## src/rtl/glb_stream_arbiter.sv

```systemverilog
// Round-robin arbiter that merges NUM_REQ ready/valid producer streams onto one GLB write port.
// A grant is locked for a whole burst (in_last or MAX_BURST beats), so bursts never interleave.
module glb_stream_arbiter #(
    parameter  int NUM_REQ    = 4,
    parameter  int DATA_WIDTH = 16,
    parameter  int MAX_BURST  = 8,
    localparam int PW         = $clog2(NUM_REQ)
) (
    input  logic                          clk,
    input  logic                          rst_n,
    input  logic [NUM_REQ*DATA_WIDTH-1:0] in_data,
    input  logic [NUM_REQ-1:0]            in_valid,
    input  logic [NUM_REQ-1:0]            in_last,
    output logic [NUM_REQ-1:0]            in_ready,
    output logic [DATA_WIDTH-1:0]         out_data,
    output logic                          out_valid,
    input  logic                          out_ready,
    output logic [PW-1:0]                 out_src,
    output logic                          busy,
    output logic [31:0]                   beat_total
);

    typedef enum logic {IDLE, BURST} state_t;

    state_t          state_reg;
    logic [PW-1:0]   ptr_reg;
    logic [PW-1:0]   owner_reg;
    logic [7:0]      beat_cnt_reg;
    logic [31:0]     beat_total_reg;

    logic [DATA_WIDTH-1:0] owner_data;
    logic                  owner_valid;
    logic                  owner_last;
    logic                  beat;
    logic                  cap_hit;
    logic                  burst_end;
    logic [PW-1:0]         winner;
    logic [PW-1:0]         next_ptr;

    // First valid requester at or above p, wrapping; scanned downward so the nearest wins.
    function automatic logic [PW-1:0] pick(input logic [NUM_REQ-1:0] v, input logic [PW-1:0] p);
        logic [PW-1:0] w;
        int            idx;
        w = '0;
        for (int k = NUM_REQ - 1; k >= 0; k--) begin
            idx = int'(p) + k;
            if (idx >= NUM_REQ) idx = idx - NUM_REQ;
            if (v[idx]) w = PW'(idx);
        end
        return w;
    endfunction

    assign winner      = pick(in_valid, ptr_reg);
    assign owner_data  = in_data[owner_reg*DATA_WIDTH +: DATA_WIDTH];
    assign owner_valid = in_valid[owner_reg];
    assign owner_last  = in_last[owner_reg];

    assign busy       = (state_reg == BURST);
    assign out_valid  = busy & owner_valid;
    assign out_data   = busy ? owner_data : '0;
    assign out_src    = owner_reg;
    assign beat_total = beat_total_reg;

    generate
        for (genvar gi = 0; gi < NUM_REQ; gi++) begin : g_ready
            assign in_ready[gi] = busy && (owner_reg == PW'(gi)) && out_ready;
        end
    endgenerate

    assign beat      = out_valid & out_ready;
    assign cap_hit   = ({1'b0, beat_cnt_reg} + 9'd1) == 9'(MAX_BURST);
    assign burst_end = beat & (owner_last | cap_hit);
    assign next_ptr  = (owner_reg == PW'(NUM_REQ - 1)) ? '0 : owner_reg + 1'b1;

    always_ff @(posedge clk or negedge rst_n) begin
        if (!rst_n) begin
            state_reg      <= IDLE;
            ptr_reg        <= '0;
            owner_reg      <= '0;
            beat_cnt_reg   <= '0;
            beat_total_reg <= '0;
        end else begin
            case (state_reg)
                IDLE: begin
                    if (|in_valid) begin
                        owner_reg    <= winner;
                        beat_cnt_reg <= '0;
                        state_reg    <= BURST;
                    end
                end
                BURST: begin
                    if (beat) begin
                        beat_total_reg <= beat_total_reg + 32'd1;
                        if (burst_end) begin
                            state_reg <= IDLE;
                            ptr_reg   <= next_ptr;
                        end else begin
                            beat_cnt_reg <= beat_cnt_reg + 8'd1;
                        end
                    end
                end
                default: state_reg <= IDLE;
            endcase
        end
    end

endmodule

```

## config.mk

```make
export PLATFORM = sky130hd
export DESIGN_NAME = glb_stream_arbiter
export DESIGN_NICKNAME = d
export VERILOG_FILES = /design/src/rtl/glb_stream_arbiter.sv
export SDC_FILE = /design/constraint.sdc
export NUM_CORES = 1
export LEC_CHECK = 0
export BUFFER_PORTS_ARGS = -buffer_cell sky130_fd_sc_hd__buf_2
export CAP_MARGIN = 30
export CORE_ASPECT_RATIO = 2
export CORE_MARGIN = 4
export CORE_UTILIZATION = 40
export CTS_CLUSTER_SIZE = 12
export DETAILED_ROUTE_END_ITERATION = 12
export MAX_ROUTING_LAYER = met4
export PLACE_DENSITY = 0.74
export SYNTH_ARGS = -nofsm -noshare
export SYNTH_HDL_FRONTEND = slang
export SYNTH_SLANG_ARGS = --single-unit
```

## constraint.sdc

```tcl
create_clock -name clk -period 2.57 [get_ports clk]
set_input_delay 0.514 -clock clk [delete_from_list [all_inputs] [get_ports clk]]
set_output_delay 0.514 -clock clk [all_outputs]
set_load 0.02 [all_outputs]
```

## After elaboration in Yosys (flattened, before gate mapping)

Cells that the tools add are included.

- Add/sub/neg operators: 11
- $mul: 0
- Div/mod/pow operators: 0
- Order comparisons: 9
- Eq/ne operators: 7
- Shift operators: 1
- Muxes and demuxes: 34
- Bitwise gates (word level): 5
- Reductions and logical operators: 14

Operators with widths:

| kind | count |
|---|---|
| $lt A32 B4 Y1 const B | 4 |
| $mux W32 | 4 |
| $shiftx A64 B7 Y16 | 1 |
| $add A32 B1 Y32 const B | 1 |
| $mux W8 | 3 |
| $mux W16 | 1 |
| $pmux W8 S2 | 1 |
| $mux W1 | 13 |
| $bmux W1 S2 | 6 |
| $sub A3 B3 Y4 const B | 3 |
| $mux W2 | 5 |
| $add A8 B1 Y9 const B | 1 |
| $eq A9 B4 Y1 const B | 1 |
| $ge A3 B3 Y1 const B | 3 |
| $add A8 B1 Y8 const B | 1 |
| $logic_and A1 B1 Y1 | 8 |
| $add A2 B2 Y3 const B | 2 |
| $reduce_and A3 Y1 | 2 |
| $eq A2 B2 Y1 const B | 2 |
| $ne A2 B2 Y1 const B | 2 |
| $reduce_and A2 Y1 | 2 |
| $reduce_or A4 Y1 | 1 |
| $sub A2 B3 Y4 const B | 1 |
| $add A2 B1 Y3 const B | 1 |
| 10 further kinds | 12 |

- Bits in registers: 45
- Latch bits: 0
- Bits in writable memories: 0
- Memory bits (read-only): 0
- Input bits: 75
- Output and inout port bits: 56
- Word-level logic and storage cells: 86
- Memories: 0

## Longest topological paths before layout

Gate-level depths: netlist (run 1).

- Depth after elaboration: 10
- Depth in mapped cells: 8
- Gate-level depth less buffers: 7

## Worst setup path after synthesis (run 1)

OpenSTA, ideal clock, no wires.

- Path type: reg-to-output
- Start point: register owner_reg[0] (netlist: out_src[0])
- End point: output port out_data[10]
- Data arrival time: 1.849 ns
- Data required time: 2.056 ns
- Slack: 0.207 ns
- Stages on the path, launching flop included: 5
- Buffers on the path: 2
- Cells stage by stage: dfrtp_1 > buf_2 > buf_2 > mux4_2 > and2_1

- Cells in the longest elaborated chain, start to end: 2

RTL lines:

| item | RTL line | RTL |
|---|---|---|
| start, declared | 27 | `logic [PW-1:0] owner_reg;` |
| start signal, assigned | 86 | `owner_reg <= winner;` |
| $shiftx A64 B7 Y16 | 54 | `assign owner_data = in_data[owner_reg*DATA_WIDTH +: DATA_WIDTH];` |
| $mux W16 | 60 | `assign out_data = busy ? owner_data : '0;` |
| end, declared | 15 | `output logic [DATA_WIDTH-1:0] out_data,` |

No other way between the ends.

## Worst setup path after layout (run 1)

- Start point: register owner_reg[0] (netlist: out_src[0])
- End point: output port out_data[9]

The elaborated chain is that of the path after synthesis.

==> results of run 1 <==
## routing by layer
metal	routed length (um)	part of all wire, %	track usage, %	vias to the layer above
met4	271	3.5	8.910	0
met2	4330	55	35.73	149
met5	0	0	-	-
li1	-	-	-	1222
met1	2632	34	19.33	1271
met3	615	7.8	2.902	23
## cells in the mapped netlist (2+ instances only)
library cell,n
nor4_4,2
mux4_2,14
ha_1,7
and4_1,2
nor3_1,4
and2_1,19
a31oi_1,3
clkbuf_1,5
o21a_1,3
xor2_1,8
inv_1,6
xnor2_1,23
o21ai_0,8
nor4b_1,2
dfrtp_1,45
o22ai_1,3
nand2_1,22
nor4_1,3
nand4_1,12
mux4_1,4
a22o_1,5
and3_1,8
nand3_4,2
buf_2,3
nor2_1,15
nand3_1,10
a21oi_1,3
mux2_2,2
nor2b_1,2
## power breakdown
group / switching [mW] / total (mW) / internal [mW] / leakage, nW
Combinational: 0.793 / 1.43 / 0.636 / 1.22
Sequential: 0.136 / 0.927 / 0.791 / 0.605
Clock: 0.274 / 0.834 / 0.560 / 0.0944
Total: 1.20 / 3.19 / 1.99 / 1.92
## final cells by class
class / instances / area, sq um
Clock inverter: 3 / 68.82
Timing Repair Buffer: 137 / 703.2
Fill cell: 602 / 3124
Inverter: 6 / 22.52
Multi-Input combinational cell: 198 / 1658
Tap cell: 90 / 112.6
Sequential cell: 45 / 1126
Clock buffer: 5 / 125.1
## cells by family after synthesis
family / synth area share [%]
XOR/XNOR: 9.497
AO/OA/AOI/OAI: 7.659
adder cells (fa/ha/maj): 3.063
multiplexers: 15.84
buffers and inverters: 2.626
AND/OR/NAND/NOR: 21.93
flip-flops: 39.39
## worst register-to-register path, stage by stage, from the launching register on
cell	delay [ns]
dfrtp_1	0.42
ha_1	0.27
nand3_1	0.16
nor4b_1	0.34
o2111ai_1	0.21
o21a_1	0.29
nor2_1	0.28
a22o_1	0.19
## final timing paths
path	startpoint	endpoint	slack, ns	depth (start not counted)
max	out_src[0]$_DFFE_PN0P_	out_data[9]	0.15	4
min	rst_n	beat_total[12]$_DFFE_PN0P_	0.04	1
max reg2reg	beat_cnt_reg[1]$_DFFE_PN0P_	beat_cnt_reg[5]$_DFFE_PN0P_	0.34	7
min reg2reg	beat_total[31]$_DFFE_PN0P_	beat_total[31]$_DFFE_PN0P_	0.46	1
max in group asynchronous	rst_n	beat_cnt_reg[6]$_DFFE_PN0P_	1.82	2
min in group clk	beat_total[31]$_DFFE_PN0P_	beat_total[31]$_DFFE_PN0P_	0.46	1
## per-stage QoR
step	area [sq um]	utilization (%)
after floorplan	2859	-
after global placement	3622	52.19
after detailed placement	3622	52.19
after CTS	3816	54.98
after global routing	3816	54.98
final	3816	54.98
==> impl_metrics.py, run 1 <==
metrics = {
    "synth": {
        "synth_warnings": 0,
        "syn-num-nets": 341,
        "synth-main-ff-cell": "dfrtp_1",
        "ys_types": 43,
        "ys_ff_latch": 45,
        "synth_edf_count": 0,
        "netlist_area_sq_mm": 0.002859,
        "seq_area_frac_synth_pct": 39.39,
        "yosysTopAreaCell": "dfrtp_1",
        "yosys.area.top_type_share_pct": 39.39,
        "synth_area_leaders": "dfrtp_1 (39%), mux4_2 (11%), xnor2_1 (7.0%)",
        "postSynthAreaPerCell_sq_um": 11.04,
        "synth-async-reset-ratio_pct": 100.0,
        "netlist_instances": 259,
    },
    "routing": {
        "via_per_inst": 5.506,
        "drc": 0,
        "dr_total_vias": 2665,
        "routed_wl_mm": 7.849,
        "ant_nets": 0,
        "post_drt_wl_per_cell_um": 16.22,
        "drt-initial-drc-count": 85,
        "first_pass_iters": 4,
    },
    "critical_path": {
        "worstPathCellList": "buf_4 -> mux4_2 -> and2_1 -> buf_2",
        "crit_path_end_kind": "primary output",
        "path_buf_inv": 2,
        "required_ns": 2.06,
        "crit_type": "flip-flop to primary output",
        "slowest_stage": "mux4_2",
        "crit_fanout": 14,
        "critPathArrivalTime_ns": 1.90,
        "critPathMaxStageDelay_ns": 0.54,
        "cp_top_family": "multiplexers",
        "cp-start-kind": "flip-flop",
    },
    "finish": {
        "diodes": 0,
        "layout.cells.non_filler": 484,
        "drive_gt1_share_pct": 42.39,
        "largest_register_ffs": 32,
        "area_growth_pct": 33.48,
        "final_cell_mix": "buf_2 (130), dfrtp_1 (45), xnor2_1 (23)",
        "mostFrequentLayoutCell": "buf_2",
        "fin_nets": 475,
    },
    "global_route": {
        "grtUsageTotal_pct": 19.51,
        "grt_pass1_vias": 2830,
        "grt_pass1_wl_mm": 12.74,
        "antenna_found_initial": 0,
        "grt_max_degree": 40,
        "gr-total-overflow": 0,
    },
    "power_and_ir_drop": {
        "ir_worst_vdd_uv": 460.1,
        "leakage_nw": 1.916,
        "power_mw": 3.190,
        "p_per_area_mw_per_mm2": 836.0,
    },
    "min_path": {
        "hp-class": "input pin to asynchronous set/reset pin",
    },
    "sta": {
        "setup_ws_ns": 0.1538,
        "final-setup-viol-count": 0,
        "tns_ns": 0,
        "fmax_mhz": 413.9,
        "finalMaxSlewViolations": 0,
        "tightestPinTransition_ns": 0.5987,
        "finalCritPeriodShare_pct": 94.02,
        "hold_violations": 0,
        "holdWs_ns": 0.04065,
        "skew_ns": 0.004175,
        "rsz0062_at_grt": "no",
        "maxSlewHeadroom_pct": 59.94,
        "period_minus_slack_ns": 2.416,
    },
    "clock_tree": {
        "clock_path_buffers": 2,
        "clock-sinks": 45,
        "path_clk_slew_ns": 0.06,
        "cts_root_buffer": "clkbuf_16",
        "cts_max_level": 2,
        "cts-resized-gates": 0,
        "post_cts_buffers": 0,
        "clk_latency_ns": 0.29,
        "numCtsBuffers": 5,
        "cts_tree": "yes",
        "ctsHoldBuffers": 0,
    },
    "floorplan": {
        "dieArea_sq_mm": 0.008646,
        "num_io_pins": 131,
        "core_area_sq_mm": 0.006940,
        "floorplan.initialDensity_pct": 41.19,
        "die_width_um": 67.78,
        "die_h_um": 127.6,
        "row_count": 43,
    },
    "place": {
        "port_buffers": 130,
        "dp.cells": 476,
        "gp_congestion": 0.8868,
        "place_hpwl_mm": 6.500,
        "dp_worst_setup_slack_ns": 0.3418,
    },
    "run": {
        "drv_cap": 0,
    },
    "run_status": {
        "status": "finished clean",
    },
}
Note: power is estimated with default switching activity, not from simulation.
==> run 2: changes to the inputs <==
Settings changed: ABC_AREA set to 1, PLACE_DENSITY 0.74 to 0.73.
Clock period 2.57 ns to 1.95 ns, I/O delays scaled along.
==> run 2 against run 1 <==
Power up 81%. Cell count up 66%. Non-clock buffer count up 8. Count of clock-buffer cells in the layout up 1. Die area up 26%. Flip-flop and latch count unchanged. Register-to-register slack worse by 0.14 ns. Clock power up 14%. Worst setup slack worse by 0.070 ns. Global-route usage up 1.8 points. Combinational power up 140%. Cell area up 23%.
==> impl_metrics.py, run 2 <==
metrics = {
    "power_and_ir_drop": {
        "p_per_area_mw_per_mm2": 1224,
        "ir_worst_vdd_uv": 717.1,
        "leakage_nw": 2.416,
    },
    "place": {
        "place_hpwl_mm": 9.224,
        "gp_congestion": 0.9939,
        "port_buffers": 130,
        "dpl_cell_area_sq_mm": 0.004486,
        "dp_worst_setup_slack_ns": 0.2035,
    },
    "critical_path": {
        "cp-start-kind": "flip-flop",
        "required_ns": 1.56,
        "cp_top_family": "buffers and inverters",
        "path_buf_inv": 3,
        "slowest_stage": "dfrtp_1",
        "critPathArrivalTime_ns": 1.48,
        "crit_fanout": 21,
        "crit_type": "flip-flop to primary output",
        "critPathMaxStageDelay_ns": 0.39,
        "crit_path_end_kind": "primary output",
        "worstPathCellList": "inv_1 -> buf_12 -> nor2_1 -> o21ai_0 -> a21oi_2 -> buf_4",
    },
    "routing": {
        "routed_wl_mm": 11.32,
        "dr_total_vias": 4086,
        "drt-initial-drc-count": 249,
        "post_drt_wl_per_cell_um": 14.12,
        "ant_nets": 0,
        "drc": 0,
        "first_pass_iters": 4,
        "via_per_inst": 5.095,
    },
    "finish": {
        "mostFrequentLayoutCell": "nand2_1",
        "drive_gt1_share_pct": 27.57,
        "largest_register_ffs": 32,
        "fin_nets": 781,
        "diodes": 0,
        "final_cell_mix": "nand2_1 (145), buf_2 (128), nor2_1 (106)",
        "stdcell_area_sq_mm": 0.004708,
        "area_growth_pct": 28.12,
    },
    "min_path": {
        "hp-class": "input pin to asynchronous set/reset pin",
    },
    "synth": {
        "postSynthAreaPerCell_sq_um": 6.481,
        "synth_edf_count": 0,
        "synth_common_cells": "nand2_1 (145), nor2_1 (108), inv_1 (54), dfrtp_1 (45), o21ai_0 (43)",
        "syn-num-nets": 649,
        "netlist_area_sq_mm": 0.003675,
        "netlist_instances": 567,
        "yosysMostFrequentCell": "nand2_1",
        "seq_area_frac_synth_pct": 30.64,
        "ys_types": 34,
        "yosys.area.top_type_share_pct": 30.64,
        "yosysTopAreaCell": "dfrtp_1",
        "synth-main-ff-cell": "dfrtp_1",
        "synth_warnings": 0,
        "synth-async-reset-ratio_pct": 100.0,
        "ys_ff_latch": 45,
        "synth_area_leaders": "dfrtp_1 (31%), nand2_1 (15%), nor2_1 (11%)",
    },
    "sta": {
        "rsz0062_at_grt": "no",
        "finalCritPeriodShare_pct": 95.69,
        "tns_ns": 0,
        "final-setup-viol-count": 0,
        "tightestPinTransition_ns": 0.5950,
        "setup_ws_ns": 0.08408,
        "hold_violations": 0,
        "finalMaxSlewViolations": 0,
        "fmax_mhz": 535.9,
        "skew_ns": 0.009612,
        "period_minus_slack_ns": 1.866,
        "maxSlewHeadroom_pct": 60.33,
    },
    "global_route": {
        "grt_max_degree": 46,
        "grt_pass1_vias": 3976,
        "grtUsageTotal_pct": 21.28,
        "antenna_found_initial": 0,
        "grt_pass1_wl_mm": 17.40,
        "gr-total-overflow": 0,
    },
    "clock_tree": {
        "clk_latency_ns": 0.28,
        "cts_root_buffer": "clkbuf_16",
        "clock_path_buffers": 2,
        "path_clk_slew_ns": 0.06,
        "cts_max_level": 2,
        "clock-sinks": 45,
        "numCtsBuffers": 5,
        "cts_tree": "yes",
    },
    "floorplan": {
        "core_area_sq_mm": 0.009012,
        "die_h_um": 143.6,
        "floorplan.initialDensity_pct": 40.77,
        "die_width_um": 75.78,
        "row_count": 49,
        "num_io_pins": 131,
        "dieArea_sq_mm": 0.01088,
    },
    "run_status": {
        "status": "finished clean",
    },
    "run": {
        "drv_cap": 0,
    },
}
-- run 2: cell count changes after synthesis, moves of 11 or more --
cell     before  now
nor2_1       15  108
o21ai_0       8   43
and2_1       19    0
xnor2_1      23    8
nand2_1      22  145
nand3_1      10   29
o21ai_1       0   12
mux4_2       14    0
inv_1         6   54
nor3_1        4   15
a21oi_1       3   23
-- run 2: area by class of cell --
class	instances	area, sq um
clock buffers	6	128.9
inverters	57	214.0
repair buffers	145	824.5
clock inverters	2	38.79
fillers	861	4304
flip-flops and latches	45	1127
well taps	102	127.6
multi-input cells	445	2247
-- run 2: path summary, 6_finish.rpt --
path	from	to	slack, ns	cells past startpoint
setup reg to reg	beat_cnt_reg[0]$_DFFE_PN0P_	beat_cnt_reg[0]$_DFFE_PN0P_	0.20	12
hold reg to reg	beat_total[7]$_DFFE_PN0P_	beat_total[7]$_DFFE_PN0P_	0.52	1
hold / removal	rst_n	beat_total[22]$_DFFE_PN0P_	0.19	2
max in group asynchronous	rst_n	out_src[0]$_DFFE_PN0P_	1.32	2
setup / recovery	out_src[1]$_DFFE_PN0P_	out_data[14]	0.08	6
min in group clk	beat_total[7]$_DFFE_PN0P_	beat_total[7]$_DFFE_PN0P_	0.52	1
-- run 2: logic make-up (layout without fill, tap and decap cells) --
| logic type | after synthesis | count (layout) | synth area share (%) |
|---|---|---|---|
| XOR/XNOR | 26 | 26 | 6.401 |
| buffers and inverters | 77 | 210 | 9.159 |
| AO/OA/AOI/OAI | 83 | 83 | 11.78 |
| adder cells (fa/ha/maj) | 7 | 7 | 2.383 |
| AND/OR/NAND/NOR | 329 | 329 | 39.63 |
| flip-flops | 45 | 45 | 30.64 |
-- run 2: layer usage --
metal	part of all wire (%)	GRT usage, %	up-vias
met4	4.3	10.41	0
met5	0	-	-
met3	6.9	2.661	34
met1	34	18.74	1812
li1	-	-	2070
met2	54	41.23	170
-- run 2: power by group --
group,internal [mW],total [mW],switching (mW)
Clock,0.607,0.952,0.345
Sequential,1.14,1.43,0.286
Combinational,1.23,3.38,2.16
Total,2.98,5.76,2.79
-- run 2: through the flow --
stage               hold slack (ns)  util [%]  power (mW)  std cells
floorplan                   0.09441         -       3.717        567
global placement             0.5043     49.77       4.656        794
detailed placement           0.5090     49.77       4.718        794
CTS                          0.2145     51.71       5.718        802
global route                 0.2395     52.24       6.233        802
finish                       0.1937     52.24       5.764        802
-- run 2: what timing repair did --
action / in CTS / in global routing
hold buffers: 0 / 0
endpoints found under the setup margin: 3 / 16
gates resized for setup: 4 / 17
setup buffers: 0 / 0
gates cloned: 0 / 0
